**src/rtl/ikaopll_audio_out_pkg.sv**
```systemverilog
// Shared widths, PCM sample type and saturation helper for the audio output path.
// Optional DC blocker is enabled by defining IKAOPLL_DCBLOCK_EN.
package ikaopll_audio_pkg;

    localparam int PCM_W = 16;
    localparam int ACC_W = 13;

    typedef logic signed [PCM_W-1:0] pcm_t;

    function automatic pcm_t sat16(input logic signed [19:0] x);
        pcm_t r;
        if (x > 20'sd32767)
            r = 16'sh7fff;
        else if (x < -20'sd32768)
            r = 16'sh8000;
        else
            r = x[15:0];
        return r;
    endfunction

endpackage

```
**src/rtl/ikaopll_audio_out_if.sv**
```systemverilog
// Valid/ready PCM sample stream from the audio output block to its consumer.
// Master drives sample and valid; slave drives ready.
interface ikaopll_audio_out_if;
    import ikaopll_audio_pkg::*;

    logic o_SMPL_VALID;
    logic i_SMPL_READY;
    pcm_t o_SMPL;

    modport master (
        output o_SMPL_VALID,
        output o_SMPL,
        input  i_SMPL_READY
    );

    modport slave (
        input  o_SMPL_VALID,
        input  o_SMPL,
        output i_SMPL_READY
    );

endinterface

```
**src/rtl/ikaopll_sync_fifo.sv**
```systemverilog
// Single-clock FIFO with registered level; a write into a full FIFO is dropped
// unless a read happens in the same cycle.
module ikaopll_sync_fifo #(
    parameter int W     = 16,
    parameter int DEPTH = 8,
    parameter int LW    = 7
) (
    input  logic          clk,
    input  logic          rst_n,
    input  logic          wr_en,
    input  logic [W-1:0]  wr_data,
    input  logic          rd_en,
    output logic [W-1:0]  rd_data,
    output logic [LW-1:0] level,
    output logic          full,
    output logic          empty,
    output logic          wr_drop
);

    localparam int AW = $clog2(DEPTH);

    logic [W-1:0]  mem_q [DEPTH];
    logic [AW-1:0] wp_q, wp_d;
    logic [AW-1:0] rp_q, rp_d;
    logic [LW-1:0] lvl_q, lvl_d;
    logic          do_wr, do_rd;

    assign empty   = (lvl_q == '0);
    assign full    = (lvl_q == LW'(DEPTH));
    assign level   = lvl_q;
    assign rd_data = mem_q[rp_q];

    always_comb begin
        do_rd   = rd_en & ~empty;
        do_wr   = wr_en & (~full | do_rd);
        wr_drop = wr_en & full & ~do_rd;
        // power-of-two depth lets the pointers wrap naturally
        wp_d    = wp_q + AW'(do_wr);
        rp_d    = rp_q + AW'(do_rd);
        lvl_d   = lvl_q + LW'(do_wr) - LW'(do_rd);
    end

    always_ff @(posedge clk or negedge rst_n) begin
        if (!rst_n) begin
            wp_q  <= '0;
            rp_q  <= '0;
            lvl_q <= '0;
            for (int i = 0; i < DEPTH; i++)
                mem_q[i] <= '0;
        end else begin
            wp_q  <= wp_d;
            rp_q  <= rp_d;
            lvl_q <= lvl_d;
            if (do_wr)
                mem_q[wp_q] <= wr_data;
        end
    end

endmodule

```
**src/rtl/ikaopll_audio_out.sv**
```systemverilog
// Captures one DAC frame sum per strobe edge, scales/saturates to 16-bit PCM
// and queues it for a valid/ready consumer. IKAOPLL_DCBLOCK_EN adds a DC blocker.
module ikaopll_audio_out
    import ikaopll_audio_pkg::*;
#(
    parameter int FIFO_DEPTH = 8,
    parameter int GAIN_SHIFT = 3
) (
    input  logic                    i_EMUCLK,
    input  logic                    i_RST_n,
    input  logic                    i_ACC_SIGNED_STRB,
    input  logic signed [ACC_W-1:0] i_ACC_SIGNED,
    ikaopll_audio_out_if.master     smpl,
    output logic [6:0]              o_FIFO_LEVEL,
    output logic                    o_OVERFLOW,
    input  logic                    i_OVF_CLR
);

    logic              strb_z_q, strb_z_d;
    logic              cap_vld_q, cap_vld_d;
    logic [ACC_W-1:0]  cap_q, cap_d;
    logic              s_vld_q, s_vld_d;
    pcm_t              s_q, s_d;
    logic              ovf_q, ovf_d;
    logic signed [19:0] ext, scaled;
    logic              wr_en, wr_drop, f_full, f_empty;
    pcm_t              wr_data, rd_data;

    always_comb begin
        strb_z_d  = i_ACC_SIGNED_STRB;
        cap_vld_d = i_ACC_SIGNED_STRB & ~strb_z_q;
        cap_d     = cap_vld_d ? i_ACC_SIGNED : cap_q;
        ext       = {{(20-ACC_W){cap_q[ACC_W-1]}}, cap_q};
        scaled    = ext <<< GAIN_SHIFT;
        s_vld_d   = cap_vld_q;
        s_d       = cap_vld_q ? sat16(scaled) : s_q;
        ovf_d     = wr_drop ? 1'b1 : (i_OVF_CLR ? 1'b0 : ovf_q);
    end

    always_ff @(posedge i_EMUCLK or negedge i_RST_n) begin
        if (!i_RST_n) begin
            // held-high strobe at reset release must not look like an edge
            strb_z_q  <= 1'b1;
            cap_vld_q <= 1'b0;
            cap_q     <= '0;
            s_vld_q   <= 1'b0;
            s_q       <= '0;
            ovf_q     <= 1'b0;
        end else begin
            strb_z_q  <= strb_z_d;
            cap_vld_q <= cap_vld_d;
            cap_q     <= cap_d;
            s_vld_q   <= s_vld_d;
            s_q       <= s_d;
            ovf_q     <= ovf_d;
        end
    end

`ifdef IKAOPLL_DCBLOCK_EN
    logic               d_vld_q, d_vld_d;
    pcm_t               d_q, d_d, xp_q, xp_d;
    logic signed [19:0] yp_q, yp_d, x_e, xp_e, y;

    always_comb begin
        x_e     = {{4{s_q[15]}}, s_q};
        xp_e    = {{4{xp_q[15]}}, xp_q};
        y       = x_e - xp_e + yp_q - (yp_q >>> 8);
        d_vld_d = s_vld_q;
        d_d     = s_vld_q ? sat16(y) : d_q;
        xp_d    = s_vld_q ? s_q : xp_q;
        yp_d    = s_vld_q ? y : yp_q;
    end

    always_ff @(posedge i_EMUCLK or negedge i_RST_n) begin
        if (!i_RST_n) begin
            d_vld_q <= 1'b0;
            d_q     <= '0;
            xp_q    <= '0;
            yp_q    <= '0;
        end else begin
            d_vld_q <= d_vld_d;
            d_q     <= d_d;
            xp_q    <= xp_d;
            yp_q    <= yp_d;
        end
    end

    assign wr_en   = d_vld_q;
    assign wr_data = d_q;
`else
    assign wr_en   = s_vld_q;
    assign wr_data = s_q;
`endif

    ikaopll_sync_fifo #(
        .W     (PCM_W),
        .DEPTH (FIFO_DEPTH),
        .LW    (7)
    ) u_fifo (
        .clk     (i_EMUCLK),
        .rst_n   (i_RST_n),
        .wr_en   (wr_en),
        .wr_data (wr_data),
        .rd_en   (smpl.i_SMPL_READY),
        .rd_data (rd_data),
        .level   (o_FIFO_LEVEL),
        .full    (f_full),
        .empty   (f_empty),
        .wr_drop (wr_drop)
    );

    assign smpl.o_SMPL_VALID = ~f_empty;
    assign smpl.o_SMPL       = rd_data;
    assign o_OVERFLOW        = ovf_q;

endmodule
```
**src/flat_wrapper.sv**
```systemverilog
// flat-port wrapper written by rule: the top's interface ports become plain ports
module ikaopll_audio_out_flat import ikaopll_audio_pkg::*;
#(
    parameter int FIFO_DEPTH = 8,
    parameter int GAIN_SHIFT = 3
)
  (i_EMUCLK, i_RST_n, i_ACC_SIGNED_STRB, i_ACC_SIGNED, o_FIFO_LEVEL, o_OVERFLOW, i_OVF_CLR, smpl_o_SMPL_VALID, smpl_o_SMPL, smpl_i_SMPL_READY);
  ikaopll_audio_out_if smpl_i ();
  input  logic i_EMUCLK;
  input  logic i_RST_n;
  input  logic i_ACC_SIGNED_STRB;
  input  logic signed [ACC_W-1:0] i_ACC_SIGNED;
  output logic [6:0] o_FIFO_LEVEL;
  output logic o_OVERFLOW;
  input  logic i_OVF_CLR;
  output wire logic [$bits(smpl_i.o_SMPL_VALID)-1:0] smpl_o_SMPL_VALID;
  output wire logic [$bits(smpl_i.o_SMPL)-1:0] smpl_o_SMPL;
  input wire logic [$bits(smpl_i.i_SMPL_READY)-1:0] smpl_i_SMPL_READY;
  assign smpl_o_SMPL_VALID = smpl_i.o_SMPL_VALID;
  assign smpl_o_SMPL = smpl_i.o_SMPL;
  assign smpl_i.i_SMPL_READY = smpl_i_SMPL_READY;
  ikaopll_audio_out #(.FIFO_DEPTH(FIFO_DEPTH), .GAIN_SHIFT(GAIN_SHIFT)) u_core (.i_EMUCLK(i_EMUCLK), .i_RST_n(i_RST_n), .i_ACC_SIGNED_STRB(i_ACC_SIGNED_STRB), .i_ACC_SIGNED(i_ACC_SIGNED), .smpl(smpl_i), .o_FIFO_LEVEL(o_FIFO_LEVEL), .o_OVERFLOW(o_OVERFLOW), .i_OVF_CLR(i_OVF_CLR));
endmodule
```
**config.mk**
```make
export PLATFORM = sky130hd
export DESIGN_NAME = ikaopll_audio_out_flat
export DESIGN_NICKNAME = d
export VERILOG_FILES = /design/src/rtl/ikaopll_audio_out_pkg.sv /design/src/rtl/ikaopll_audio_out_if.sv /design/src/rtl/ikaopll_sync_fifo.sv /design/src/rtl/ikaopll_audio_out.sv /design/src/flat_wrapper.sv
export SDC_FILE = /design/constraint.sdc
export NUM_CORES = 1
export LEC_CHECK = 0
export BUFFER_PORTS_ARGS = -buffer_cell sky130_fd_sc_hd__buf_2
export CORE_ASPECT_RATIO = 0.9
export CORE_MARGIN = 2
export CORE_UTILIZATION = 50
export CTS_CLUSTER_DIAMETER = 30
export DETAILED_ROUTE_END_ITERATION = 16
export PLACE_DENSITY = 0.79
export RECOVER_POWER = 25
export SETUP_SLACK_MARGIN = 0.02
export SKIP_CTS_REPAIR_TIMING = 1
export SYNTH_ARGS = -nofsm -noshare
export SYNTH_HDL_FRONTEND = slang
export SYNTH_SLANG_ARGS = --single-unit
export TNS_END_PERCENT = 50
```
**constraint.sdc**
```tcl
create_clock -name i_EMUCLK -period 4.8 [get_ports i_EMUCLK]
set_clock_uncertainty 0.15 [all_clocks]
set_input_delay 0.72 -clock i_EMUCLK [delete_from_list [all_inputs] [get_ports i_EMUCLK]]
set_output_delay 0.72 -clock i_EMUCLK [all_outputs]
set_load 0.05 [all_outputs]
```
* Word level (Yosys, flattened, before mapping)
Cells that the tools add are included.
** Word-level totals
- Output and inout bits :: 25
- Logic and storage cells :: 52
- Flip-flop bits (word level) :: 174
- Input port bits :: 18
** Cells by class
- Muxes and demuxes :: 10
- Add/sub/neg operators :: 4
- Bitwise operators :: 12
- Reduce and logical (&&, ||, !) cells :: 3
- Magnitude comparators :: 5
- Equality and inequality tests :: 1
** Operator list (number)
- bitwise mux 128 bit :: 1
- two-way mux 16 bit :: 5
- binary-select mux 16 bit (select 3 bit) :: 1
- demux 16 bit (select 3 bit) :: 1
- > comparator 16 bit (second input constant) :: 1
- < comparator 16 bit (second input constant) :: 1
- greater-or-equal comparator 4 bit (second input constant) :: 2
- inverter 3 -> 4 bit :: 2
- adder 7 x 1 -> 7 bit :: 1
- equality test 7 x 4 -> 1 bit (second input constant) :: 1
- logical NOT 7 bit :: 1
- subtractor 7 x 1 -> 7 bit :: 1
- adder 3 x 1 -> 3 bit :: 2
- AND 1 bit :: 5
- < comparator 4 x 1 -> 1 bit (second input constant) :: 1
- inverter 1 bit :: 4
- two-way mux 1 bit :: 2
- nonzero test 2 bit :: 1
- logical AND 1 bit :: 1
- bitwise OR 1 bit :: 1

* Logic depth before layout (Yosys ltp)
Gate-level depths: netlist (run 1).
- Word-level depth :: 7
- Gate-level depth with buffers :: 12
- Gate-level depth less buffers :: 12

* Modules after synthesis
Synthesis (run 1) repeated with hierarchy kept, for this count alone.
** Unflattened totals
- Cells, all modules :: 466
- Area, all modules :: 7775.0 um^2
** Modules (own cells, without submodules)
- ikaopll_sync_fifo :: area an instance 6627.6 um^2, cells an instance 402, sequential area each 3528.4 um^2, instances 1
- ikaopll_audio_out :: area an instance 1147.4 um^2, cells an instance 64, sequential area each 752.0 um^2, instances 1

* Worst setup path before layout (run 1)
Ideal clock, no wire load.
- Path kind :: flip-flop to flip-flop
- From :: register u_core.u_fifo.lvl_q[5], in the netlist u_core.u_fifo.level[5]
- To :: register u_core.u_fifo.lvl_q[6], in the netlist u_core.u_fifo.level[6]
- Clock period less this slack :: 3329 ps
- Data required time :: 4525 ps
- Stages on the path, launching flop included :: 13
- Arrival :: 3054 ps
- Path slack :: 1471 ps
- Path buffers :: 0
- Setup time :: 125 ps
- Cell sequence :: dfrtp_1 > inv_1 > ha_1 > nor4b_4 > nand2_1 > nand3b_1 > o21ai_0 > ha_1 > fa_1 > a211o_1 > a31oi_1 > o21bai_1 > xnor2_1
** On the way
- Longest elaborated chain between the ends :: 7
- Elaborated cells on any way between the ends :: 9
- Classes of those cells :: add/sub: 2; eq/ne: 1; bitwise: 5; reduce/logical: 1
** RTL lines
- start, declared :: line ikaopll_sync_fifo.sv:25 : logic [LW-1:0] lvl_q, lvl_d;
- start signal, assigned :: line ikaopll_sync_fifo.sv:53 : lvl_q <= lvl_d;
- logical NOT 7 bit (*) :: line ikaopll_sync_fifo.sv:28 : assign empty = (lvl_q == '0);
- inverter 1 bit (*)
- net smpl_o_SMPL_VALID :: line flat_wrapper.sv:16 : output wire logic [$bits(smpl_i.o_SMPL_VALID)-1:0] smpl_o_SMPL_VALID;
- AND 1 bit (*) :: line ikaopll_sync_fifo.sv:34 : do_rd = rd_en & ~empty;
- bitwise OR 1 bit :: line ikaopll_sync_fifo.sv:35 : do_wr = wr_en & (~full | do_rd);
- AND 1 bit :: line ikaopll_sync_fifo.sv:35
- adder 7 x 1 -> 7 bit :: line ikaopll_sync_fifo.sv:40 : lvl_d = lvl_q + LW'(do_wr) - LW'(do_rd);
- subtractor 7 x 1 -> 7 bit (*) :: line ikaopll_sync_fifo.sv:40
- net u_core.u_fifo.lvl_d[6] :: line ikaopll_sync_fifo.sv:25
The timed path passes the listed nets; every way through them passes the cells marked *.
A chain may end at the register's enable or synchronous reset.

* Worst setup path after layout (run 1)
- From :: register u_core.u_fifo.rp_q[0]
- To :: output smpl_o_SMPL[5]
** On the way
- Longest elaborated chain between the ends :: 4
** RTL lines
- start, declared :: line ikaopll_sync_fifo.sv:24 : logic [AW-1:0] rp_q, rp_d;
- start signal, assigned :: line ikaopll_sync_fifo.sv:52 : rp_q <= rp_d;
- inverter 3 -> 4 bit (implied by the code) :: line ikaopll_sync_fifo.sv:31 : assign rd_data = mem_q[rp_q];
- binary-select mux 16 bit (select 3 bit) :: line ikaopll_sync_fifo.sv:31
- two-way mux 16 bit (implied by the code) (2 in series) :: line ikaopll_sync_fifo.sv:31
- end, declared :: line flat_wrapper.sv:17 : output wire logic [$bits(smpl_i.o_SMPL)-1:0] smpl_o_SMPL;
No other way between the ends. The select of a mux whose other input is x is not followed.

==> impl_metrics.toml, run 1 <==
[outcome]
outcome = "finished, violations left"
violations = "max-capacitance violations, max-slew violations"

[final_layout]
drive_gt1_share_pct = 54.8
final_nets = 481
most-common-layout-cells = "dfrtp_1, mux2_2, buf_2"
mostFrequentLayoutCell = "dfrtp_1"
area.sequential_um2 = 3680
antennaDiodeCount = 0
multi_input_area_um2 = 2810
area_growth_pct = 13.5
final.fill_count = 1004

[clocking]
clkLatencyLatePin_ns = 0.42
clock_sinks = 147
cts-root-buf = "clkbuf_16"
clock_tree.htree_level_count = 4
cts.path.max_buffers = 2
tritoncts = "built"
tritoncts.num_buffers = 17
cts.clk_slew.worst_paths_ns = 0.06

[die]
initial_utilization_pct = 50.6
fp.dieW_um = 126
die_height_um = 114
placement_rows = 40
top_level_ports = 43
coreArea_um2 = 13200
fp.dieArea_um2 = 14300

[timing]
final.setup.worst_slack_ns = 1.18
tightest_slew_ns = 2.89
finalCritPeriodShare_pct = 75.5
fin_setup_tns_ns = 0
rsz0062_at_grt = "false"
finalHoldViolCount = 0
final.hold.worst_slack_ns = 0.255
final_period_minus_worst_setup_slack_ns = 3.62
slew-limit-headroom_pct = -92.9
max_clock_freq_ghz = 0.276
setup_violations = 0
timing.final.max_slew_violations = 121

[grt]
first_global_vias = 3847
grt_remaining_overflow = 0
use_met2_pct = 30.4
grt_first_pass_wirelength_um = 20300
gr-max-usage-layer = "met2"
use_met3_pct = 4.36
grt_start_max_net_pins = 121
tot_gr_track_use_pct = 18.7
antenna_found_initial = 0
globalRouteMet1Util_pct = 24.4

[power]
power.share.combinational_pct = 38.3
worst_ir_drop_vdd_uv = 368
p_sw_mw = 2.12
netSwitchingFraction_pct = 36.2
power_leakage_nw = 3.34
design_power_total_mw = 5.87
power_density_nw_per_um2 = 773
internal_power_mw = 3.75
sequential_power_share_pct = 38.1
clockPowerShare_pct = 23.6

[setup_path]
path_cells = "buf_4 > mux4_2 > mux2_2 > buf_2"
timing.critical_path.slowest_cell_delay_ns = 0.83
critPathLaunchType = "flip-flop"
timing.setup.critical_path_class = "flip-flop to output pin"
crit_required_ns = 3.93
crit_fanout = 15
cp_data_arrival_time_ns = 2.75
crit_path_end_kind = "output pin"
cp_slowest_cell = "dfrtp_1"

[route]
wl_per_cell_um = 20.0
detail_route.vias_per_cell = 5.70
post-route-drc-count = 0
detail_route.iter0.violations = 254
drt-pass1-iter-count = 4
route.vias.total = 3590
antenna_left = 0
sum_of_routed_wire_length_over_all_layers_um = 12600

[synthesis]
yosysWarningCount = 0
ys_seq_area_share_pct = 55.0
area_of_the_mapped_netlist_um2 = 6690
postSynthAreaPerCell_um2 = 16.5
netlist_instances = 405
ys_ff_latch = 147
synth_enable_flop_cells = 0
async_reset_ff_share_pct = 100
netlist-cell-type-count = 37
synth_top_flop_cell = "dfrtp_1"

[placed_design]
io_buf_count = 39
post-place-ws_ns = 1.54
hpwlAfterDp_um = 7580
finalWeightedCongestion = 0.785

[run]
drv.max_cap_violation_count = 1

[min_path]
worst_hold_path_type = "input port to flip-flop"
-- worst max-delay path, delay by kind of cell, from the launching register on --
family | cells | cell delay (ns)
buf+inv | 2 | 0.66
flops | 1 | 0.83
mux | 2 | 0.84
-- Yosys cell counts, types with 2 or more instances --
master    number  share of area [%]
nor4b_4        5                1.8
mux4_2        26                8.8
buf_6          8                1.3
a21oi_1        3               0.22
xor2_1         7               0.92
mux2_2       142                 24
dfrtp_1      146                 55
nor4_4         2               0.64
buf_2          4               0.30
inv_1          7               0.39
nor2b_1        2               0.19
buf_4          3               0.34
nand2b_1       3               0.28
clkbuf_1       6               0.34
o21ai_0        3               0.22
ha_1          13                2.4
nand2_1        5               0.28
-- worst paths after layout --
| kind | end | start | slack (ns) | cells past startpoint |
|---|---|---|---|---|
| worst min register to register | u_core.u_fifo.mem_q[67] | u_core.u_fifo.mem_q[67] | 0.35 | 1 |
| worst max-delay path | smpl_o_SMPL[5] | u_core.u_fifo.rp_q[0] | 1.18 | 4 |
| max in group asynchronous | u_core.s_q[15] | i_RST_n | 1.74 | 1 |
| min in group asynchronous | u_core.cap_q[10] | i_RST_n | 1.05 | 1 |
| worst max register to register | u_core.u_fifo.level[6] | u_core.u_fifo.level[4] | 1.83 | 12 |
| worst min-delay path | u_core.strb_z_q | i_ACC_SIGNED_STRB | 0.25 | 1 |
-- cells by family (layout without fill, tap and decap cells) --
group | count (synthesis) | after routing | share of synthesized area [%]
AO/OA/AOI/OAI | 12 | 12 | 1.12
XOR/XNOR | 8 | 8 | 1.05
adder cells (fa/ha/maj) | 14 | 14 | 2.73
buffers and inverters | 30 | 85 | 3.07
flip-flops | 147 | 147 | 55.0
multiplexers | 169 | 169 | 32.8
other | 1 | 3 | 0.0561
AND/OR/NAND/NOR | 24 | 24 | 4.15
-- final cells by class --
cell class,count,share of cell area (%)
sequential,147,48.5
multi-input combinational,230,37.0
clock buffer,22,6.11
timing repair buffer,46,3.21
tap,168,2.77
clock inverter,10,2.04
inverter,7,0.346
-- per-layer routing --
layer | share of wire, % | routed length, um | vias up
met4 | 2.1 | 270 | 0
met3 | 3.4 | 431 | 26
li1 | - | - | 1577
met2 | 51 | 6410 | 74
met5 | 0 | 0 | -
met1 | 43 | 5470 | 1913
-- through the flow --
step	utilization, %	instance area [um2]	cells
after floorplan	-	6700	407
after global placement	52.9	6980	598
after detailed placement	52.9	6980	598
after CTS	57.5	7600	630
after global routing	57.5	7590	630
final	57.5	7590	630
-- registers in the layout, indices dropped and copies added, names as in the netlist --
name,flops
u_core.s_q,13
u_core.u_fifo.rp_q,3
u_core.o_OVERFLOW,1
u_core.u_fifo.mem_q,104
u_core.cap_q,13
u_core.u_fifo.wp_q,3
u_core.strb_z_q,1
u_core.cap_vld_q,1
u_core.s_vld_q,1
u_core.u_fifo.level,7
-- power by group through the flow --
stage                     Clock, mW  Combinational, mW  Sequential (mW)
after floorplan                   0               1.87             2.11
after global placement            0               2.19             2.21
after detailed placement          0               2.25             2.24
after CTS                      1.40               2.27             2.24
after global routing           1.46               2.40             2.31
final                          1.38               2.25             2.24
No activity file was read; power rests on OpenSTA's default activity.
==> run 2: changes to the inputs <==
==> constraint.sdc (replaced) <==
create_clock -name i_EMUCLK -period 3.7 [get_ports i_EMUCLK]
set_clock_uncertainty 0.15 [all_clocks]
set_input_delay 0.555 -clock i_EMUCLK [delete_from_list [all_inputs] [get_ports i_EMUCLK]]
set_output_delay 0.555 -clock i_EMUCLK [all_outputs]
set_load 0.05 [all_outputs]
==> impl_metrics.toml, run 2 (synthesis results as in run 1) <==
[min_path]
hold_path.startpoint = "i_ACC_SIGNED_STRB"
worst_hold_path_type = "input port to flip-flop"
worst_hold_path.num_cells = 1
worst_hold_path.endpoint = "u_core.strb_z_q"

[power]
worst_ir_drop_vdd_uv = 530
power.share.combinational_pct = 39.9
sequential_power_share_pct = 37.0
power_leakage_nw = 3.37
clockPowerShare_pct = 23.0
p_sw_mw = 2.76
netSwitchingFraction_pct = 36.3
power_density_nw_per_um2 = 994
internal_power_mw = 4.83

[final_layout]
antennaDiodeCount = 0
regMostFlops = "u_core.u_fifo.mem_q"
post_layout_nonfiller_instances = 636
mostFrequentLayoutCell = "dfrtp_1"
final_nets = 487
area_growth_pct = 14.2
largest_register_ffs = 104
most-common-layout-cells = "dfrtp_1, mux2_2, buf_2"
drive_gt1_share_pct = 55.6
largest_registers = "u_core.u_fifo.mem_q: 104 flops, u_core.cap_q: 13 flops, u_core.s_q: 13 flops"

[setup_path]
path_cells = "buf_4 > mux4_2 > mux2_2 > buf_2"
timing.critical_path.slowest_cell_delay_ns = 0.55
ff2ff_path_depth = 12
timing.setup.critical_path_class = "flip-flop to output pin"
cp_slowest_cell = "mux4_2"
r2r_start = "u_core.u_fifo.level[5]"
r2r_setup_slack_ns = 0.81
crit_required_ns = 2.99
crit_path_end_kind = "output pin"
crit_fanout = 16
rr_endpoint = "u_core.u_fifo.level[6]"
cp_data_arrival_time_ns = 2.20
critPathLaunchType = "flip-flop"

[route]
detail_route.vias_per_cell = 5.59
wl_per_cell_um = 20.0
drt-pass1-iter-count = 5
route.vias.total = 3553
post-route-drc-count = 0
sum_of_routed_wire_length_over_all_layers_um = 12700
antenna_left = 0
detail_route.iter0.violations = 243

[placed_design]
placed_cells = 604
finalWeightedCongestion = 0.766
hpwlAfterDp_um = 8060
io_buf_count = 39
post-place-ws_ns = 0.836

[clocking]
cts.clk_slew.worst_paths_ns = 0.06
cts-root-buf = "clkbuf_16"
clkLatencyLatePin_ns = 0.42
tritoncts = "built"
cts.path.max_buffers = 2
tritoncts.num_buffers = 17
clock_tree.htree_level_count = 4
clock_sinks = 147

[outcome]
violations = "max-capacitance violations, max-slew violations"
outcome = "finished, violations left"

[die]
coreArea_um2 = 13200
fp.dieArea_um2 = 14300
die_height_um = 114
fp.dieW_um = 126
top_level_ports = 43
initial_utilization_pct = 50.6
placement_rows = 40

[timing]
finalHoldViolCount = 0
max_clock_freq_ghz = 0.345
final_period_minus_worst_setup_slack_ns = 2.90
final.setup.worst_slack_ns = 0.798
setup_violations = 0
rsz0062_at_grt = "false"
finalCritPeriodShare_pct = 78.4
timing.final.max_slew_violations = 85
tightest_slew_ns = 2.09
slew-limit-headroom_pct = -39.3
fin_setup_tns_ns = 0

[grt]
first_global_vias = 3854
antenna_found_initial = 0
tot_gr_track_use_pct = 19.1
grt_remaining_overflow = 0
grt_first_pass_wirelength_um = 20800
grt_start_max_net_pins = 86

[run]
drv.max_cap_violation_count = 1
==> run 2: cell types whose count changed in the layout (fill, tap and decap cells not counted), sizes merged <==
cell,previous run,this run
buf,44,51
clkinv,4,3
clkinvlp,2,3
bufinv,4,3
==> run 2: worst max-delay path: cells and delay by family (launching register included) <==
kind     cells  cell delay [ns]
mux          2             0.86
flops        1             0.36
buf+inv      2             0.56
==> run 2: final cells by class <==
class / instances / area, um2
Fill cell: 1035 / 5570
Clock buffer: 23 / 478
Sequential cell: 147 / 3680
Inverter: 7 / 26.3
Timing Repair Buffer: 52 / 305
Multi-Input combinational cell: 230 / 2810
Clock inverter: 9 / 128
Tap cell: 168 / 210
==> run 2: power by group through the flow <==
stage	registers [mW]	clock network [mW]	logic (mW)
global placement	2.76	0	2.98
floorplan	2.74	0	2.42
global route	2.90	1.85	3.25
detailed placement	2.82	0	3.05
finish	2.81	1.75	3.03
CTS	2.81	1.77	3.07
==> run 2: how the worst max path moves through the flow <==
stage | end | start
after floorplan | u_core.u_fifo.level[6] | u_core.u_fifo.level[5]
after global placement | u_core.u_fifo.level[6] | u_core.u_fifo.level[4]
after detailed placement | u_core.u_fifo.level[6] | u_core.u_fifo.level[5]
after CTS | smpl_o_SMPL[4] | u_core.u_fifo.rp_q[0]
after global routing | u_core.u_fifo.level[6] | u_core.u_fifo.level[5]
final | smpl_o_SMPL[4] | u_core.u_fifo.rp_q[0]
==> run 2: stage by stage <==
stage	total power [mW]	hold WS, ns	area, um2	util (%)
after floorplan	5.16	0.109	6700	-
after global placement	5.74	0.312	7040	53.3
after detailed placement	5.87	0.324	7040	53.3
after CTS	7.66	0.0605	7650	57.9
after global routing	7.99	0.0761	7640	57.8
final	7.59	0.0885	7640	57.8
==> run 2: per-layer routing <==
| metal | GRT usage [%] | part of all wire [%] | vias up |
|---|---|---|---|
| met2 | 32.3 | 53 | 38 |
| met1 | 24.7 | 44 | 1920 |
| li1 | - | - | 1582 |
| met3 | 4.64 | 2.2 | 13 |
| met5 | 0 | 0 | - |
| met4 | 5.93 | 1.1 | 0 |
